<file path="src/rtl/sequenciador_pc.sv">
// sequenciador_pc: program-counter sequencer for the 8-bit processor.
// Owns the current instruction address and steps each instruction through fetch
// (BUSCA) and execute (EXECUTA). It handles increment, branch, call/return
// through an internal return stack, and halt.
// Ports:
//   clock, reset       rising-edge clock, synchronous active-high reset
//   habilita           run enable
//   mem_pronta         instruction word at endAtual valid (BUSCA only)
//   desvio/chamada/
//   retorno/parar      decoder flags, sampled in EXECUTA only
//   end_alvo           branch/call target
//   novoEnd            combinational: next value of endAtual
//   endAtual           registered current instruction address
//   busca_req          fetch request (high in BUSCA)
//   estado             current state encoding
//   pilha_vazia/cheia  return stack empty / full
//   erro_pilha         sticky stack overflow/underflow
module sequenciador_pc #(
    parameter int unsigned LARGURA_END        = 8,
    parameter int unsigned PROFUNDIDADE_PILHA = 4,
    parameter logic [LARGURA_END-1:0] END_RESET = '0
) (
    input  logic                   clock,
    input  logic                   reset,
    input  logic                   habilita,
    input  logic                   mem_pronta,
    input  logic                   desvio,
    input  logic                   chamada,
    input  logic                   retorno,
    input  logic                   parar,
    input  logic [LARGURA_END-1:0] end_alvo,
    output logic [LARGURA_END-1:0] novoEnd,
    output logic [LARGURA_END-1:0] endAtual,
    output logic                   busca_req,
    output logic [1:0]             estado,
    output logic                   pilha_vazia,
    output logic                   pilha_cheia,
    output logic                   erro_pilha
);

    // Pointer must represent 0..PROFUNDIDADE_PILHA inclusive.
    localparam int unsigned LARGURA_PP  = $clog2(PROFUNDIDADE_PILHA + 1);
    localparam int unsigned LARGURA_IDX = (PROFUNDIDADE_PILHA > 1) ? $clog2(PROFUNDIDADE_PILHA) : 1;

    localparam logic [1:0] OCIOSO  = 2'd0;
    localparam logic [1:0] BUSCA   = 2'd1;
    localparam logic [1:0] EXECUTA = 2'd2;
    localparam logic [1:0] PARADO  = 2'd3;

    logic [LARGURA_END-1:0] pilha [PROFUNDIDADE_PILHA];
    logic [LARGURA_PP-1:0]  ponteiro;

    logic [1:0]             estadoProx;
    logic [LARGURA_END-1:0] endProx;
    logic [LARGURA_END-1:0] endIncr;
    logic [LARGURA_PP-1:0]  ponteiroProx;
    logic                   erroProx;
    logic                   empilhar;
    logic                   vazia;
    logic                   cheia;
    logic [LARGURA_IDX-1:0] idxTopo;
    logic [LARGURA_IDX-1:0] idxPush;

    assign vazia   = (ponteiro == LARGURA_PP'(0));
    assign cheia   = (ponteiro == LARGURA_PP'(PROFUNDIDADE_PILHA));
    // Top entry sits one below the pointer; the index wraps harmlessly when empty.
    assign idxTopo = LARGURA_IDX'(ponteiro - LARGURA_PP'(1));
    assign idxPush = LARGURA_IDX'(ponteiro);
    assign endIncr = endAtual + LARGURA_END'(1);

    // Next-state, next-address and stack control.
    always_comb begin
        estadoProx   = estado;
        endProx      = endAtual;
        ponteiroProx = ponteiro;
        erroProx     = erro_pilha;
        empilhar     = 1'b0;
        case (estado)
            OCIOSO: begin
                if (habilita) estadoProx = BUSCA;
            end
            BUSCA: begin
                if (mem_pronta) estadoProx = EXECUTA;
            end
            EXECUTA: begin
                estadoProx = habilita ? BUSCA : OCIOSO;
                if (parar) begin
                    estadoProx = PARADO;
                end else if (retorno) begin
                    if (vazia) begin
                        erroProx   = 1'b1;
                        estadoProx = PARADO;
                    end else begin
                        ponteiroProx = ponteiro - LARGURA_PP'(1);
                        endProx      = pilha[idxTopo];
                    end
                end else if (chamada) begin
                    if (cheia) begin
                        erroProx   = 1'b1;
                        estadoProx = PARADO;
                    end else begin
                        empilhar     = 1'b1;
                        ponteiroProx = ponteiro + LARGURA_PP'(1);
                        endProx      = end_alvo;
                    end
                end else if (desvio) begin
                    endProx = end_alvo;
                end else begin
                    endProx = endIncr;
                end
            end
            default: begin
                // PARADO: frozen until reset.
            end
        endcase
    end

    // Control state registers.
    always_ff @(posedge clock) begin
        if (reset) begin
            estado     <= OCIOSO;
            endAtual   <= END_RESET;
            ponteiro   <= '0;
            erro_pilha <= 1'b0;
        end else begin
            estado     <= estadoProx;
            endAtual   <= endProx;
            ponteiro   <= ponteiroProx;
            erro_pilha <= erroProx;
        end
    end

    // Return-stack storage; contents need no reset since the pointer guards them.
    always_ff @(posedge clock) begin
        if (empilhar && !reset) pilha[idxPush] <= endIncr;
    end

    assign novoEnd     = endProx;
    assign busca_req   = (estado == BUSCA);
    assign pilha_vazia = vazia;
    assign pilha_cheia = cheia;

endmodule

</file>
<file path="config.mk">
export PLATFORM = sky130hd
export DESIGN_NAME = sequenciador_pc
export DESIGN_NICKNAME = d
export VERILOG_FILES = /design/src/rtl/sequenciador_pc.sv
export SDC_FILE = /design/constraint.sdc
export NUM_CORES = 1
export LEC_CHECK = 0
export ABC_AREA = 0
export CAP_MARGIN = 15
export CORE_MARGIN = 3
export CORE_UTILIZATION = 41
export DETAILED_ROUTE_END_ITERATION = 10
export PLACE_DENSITY = 0.65
export SYNTH_ARGS = -nofsm -noshare
export SYNTH_HDL_FRONTEND = slang
export SYNTH_SLANG_ARGS = --single-unit
</file>
<file path="constraint.sdc">
create_clock -name clock -period 2.4 [get_ports clock]
set_clock_uncertainty 0.15 [all_clocks]
set_input_delay 0.36 -clock clock [delete_from_list [all_inputs] [get_ports clock]]
set_output_delay 0.36 -clock clock [all_outputs]
set_load 0.01 [all_outputs]
</file>
==> results.toml, run 1 <==
[synthesis]
synth.most_common_cell = "edfxtp_1"
synth_cell_types = 63
syn_area_sq_um = 2620
async_reset_ff_share_pct = 0
synth_common_cells = "edfxtp_1, dfxtp_1, nand2_1, inv_1"
synth-edff-count = 32
yosysTopAreaCell = "edfxtp_1"
yosysTopAreaCellShare_pct = 36.7
synth_nets = 246
syn_inst = 220
synth_warnings = 0
synth_seq_cells = 46
avgSynthCellArea_sq_um = 11.9
yosys_most_used_dff = "edfxtp_1"
synthTopCellsByArea = "edfxtp_1, dfxtp_1, mux4_2, ha_1, buf_6"
synth-seq-area-share_pct = 47.4

[power]
power_frac_clock_pct = 33.6
power.switching_uw = 412
power.share.switching_pct = 23.8
leakagePower_uw = 0.00152
power.density_nw_per_um2 = 448
p_comb_share_pct = 17.0
worst_ir_drop_vdd_uv = 372
seqPwrFrac_pct = 49.4
internal_power_uw = 1320
power_uw = 1730

[die]
die_x_um = 85.9
die-area_sq_um = 7390
rows = 28
start_util_pct = 43.2
io_pins = 38
fp.dieH_um = 85.9
core_sq_um = 6060

[grt]
first_global_vias = 2192
grt_overflow = 0
antenna_found_initial = 0
grt_pass1_wl_um = 11700
grt_use_total_pct = 21.1
grt_start_max_net_pins = 18

[cts]
h-tree-depth = 2
clkTransAtPathRegs_ns = 0.09
clk_latency_ns = 0.31
clock-sinks = 46
cts.hold.buffers_added = 0
cts_tree = "done"
cts_buffer_depth = 2
cts_root_buffer = "clkbuf_8"
cts_made_buffers = 5

[timing]
slew_headroom_pct = 74.5
max_freq_mhz = 402
fin_crit_sh_pct = 104
setup_ws_ns = -0.0858
drv_slew = 0
whs_ns = 0.349
hold_violations = 0
min_period_ns = 2.49
tightestPinTransition_ns = 0.377
tns_ns = -0.211
setup_viol = 4
rsz0062_at_grt = "true"

[hold_path]
hp-class = "flip-flop to flip-flop"
whs_endpoint = "erro_pilha"
worstHoldStart = "erro_pilha"
hold_depth = 2

[setup_path]
rr_endpoint = "pilha[1][1]"
required_ns = 1.89
crit_chain = "buf_6, buf_12, mux4_2, a221oi_2, a21oi_1, buf_2"
rr_worst_depth = 8
path_max_fanout = 5
end_kind = "output pin"
crit_type = "flip-flop to output pin"
reg2reg_setup_slack_ns = 0.17
r2r-start = "ponteiro[0]"
cp_data_arrival_time_ns = 1.98
cpPeakStageDelay_ns = 0.51
start_kind = "flip-flop"
cp_slowest_cell = "mux4_2"

[place]
gp_congestion = 0.790
io_buffers = 37
placedCellCount = 381
dpl_cell_area_sq_um = 3540
dp_hpwl_um = 5120

[routing]
wl_per_cell_um = 18.1
ant_nets = 0
drt-pass1-iter-count = 4
drc = 0
postRouteWirelength_um = 7320
drtIter0Drc = 245
vias = 2174
vias_per_cell = 5.38

[cells_and_area]
nNetsFinal = 354
num_antenna_cells = 0
design_area_sq_um = 3860
fill_cells = 460
syn_to_final_growth_pct = 47.3
final_cells = 404
drive_gt1_share_pct = 43.2

[status]
outcome = "complete, but fails checks"
failed_checks = "setup timing"

[run]
cap_viol_max_count = 0
-- logic make-up (layout without fill, tap and decap cells) --
logic type | count (synthesis) | after routing | synth area share, %
adder cells (fa/ha/maj) | 10 | 10 | 4.78
AND/OR/NAND/NOR | 68 | 68 | 15.2
XOR/XNOR | 6 | 6 | 2.01
flip-flops | 46 | 46 | 47.4
AO/OA/AOI/OAI | 53 | 53 | 16.8
multiplexers | 12 | 12 | 8.45
buffers and inverters | 25 | 134 | 5.35
-- timing repair --
| item | in CTS | in global routing |
|---|---|---|
| pin swaps | 8 | 5 |
| gates cloned | 1 | 1 |
| setup buffers | 9 | 4 |
| resized for setup | 55 | 7 |
| endpoints found under the setup margin | 10 | 8 |
-- layout make-up --
| class | instances | area (sq um) | area share [%] |
|---|---|---|---|
| Clock buffer | 6 | 72.6 | 1.88 |
| Clock inverter | 2 | 37.5 | 0.972 |
| Inverter | 11 | 41.3 | 1.07 |
| Multi-Input combinational cell | 149 | 1340 | 34.6 |
| Sequential cell | 46 | 1250 | 32.3 |
| Tap cell | 75 | 93.8 | 2.43 |
| Timing Repair Buffer | 115 | 1030 | 26.7 |
-- worst max-delay path by stage --
stage,end,depth (start not counted),startpoint
after detailed placement,novoEnd[5],6,retorno
after CTS,novoEnd[1],6,ponteiro[0]
after global placement,novoEnd[5],6,retorno
final,novoEnd[7],6,ponteiro[0]
after floorplan,novoEnd[7],7,ponteiro[0]
after global routing,novoEnd[7],6,ponteiro[0]
-- registers in the layout, summed over array words and instances (netlist names) --
signal,flops
erro_pilha,1
endAtual,8
estado,2
pilha,32
ponteiro,3
-- stage by stage --
step                util [%]  worst slack, ns
floorplan                  -           0.0611
global placement        58.4           -0.445
detailed placement      58.4           -0.446
CTS                     62.7           -0.103
global route            63.7           -0.158
finish                  63.7          -0.0858
-- per-layer routing --
| metal | wire length [um] | up-vias | global-route usage [%] |
|---|---|---|---|
| li1 | - | 1054 | - |
| met1 | 3350 | 1062 | 28.1 |
| met2 | 3530 | 51 | 35.0 |
| met3 | 328 | 7 | 3.75 |
| met4 | 106 | 0 | 6.62 |
| met5 | 0 | - | 0 |
-- placed cells by master (no fill, tap or decap), types with 6 or more instances in the layout --
cell type	count
edfxtp_1	32
nand2_1	12
buf_12	7
ha_1	8
clkdlybuf4s50_1	26
a21oi_1	7
buf_4	66
buf_2	9
inv_1	9
mux4_2	8
nand3b_1	6
dfxtp_1	10
nor2_1	10
o21ai_0	7
-- critical path, delay by kind of cell, from the launching register on --
family,cells,cell delay [ns]
muxes,1,0.51
AOI/OAI and AO/OA,2,0.41
buffers and inverters,3,0.40
DFF,1,0.35
-- power groups by stage --
stage	clock network, uW	logic (uW)	registers [uW]
after floorplan	0	121	879
after global placement	0	270	871
after detailed placement	0	276	871
after CTS	596	289	853
after global routing	626	319	855
final	582	294	853
No activity file was read; power rests on OpenSTA's default activity.
==> run 2, diff against run 1 <==
--- a/config.mk
+++ b/config.mk
@@ -10,6 +10,7 @@
 export CORE_MARGIN = 3
 export CORE_UTILIZATION = 41
 export DETAILED_ROUTE_END_ITERATION = 10
+export HOLD_SLACK_MARGIN = 0.12
 export PLACE_DENSITY = 0.65
 export SYNTH_ARGS = -nofsm -noshare
 export SYNTH_HDL_FRONTEND = slang
==> results of run 2 <==
Final layout, timing and power as in run 1 (identical DEF).
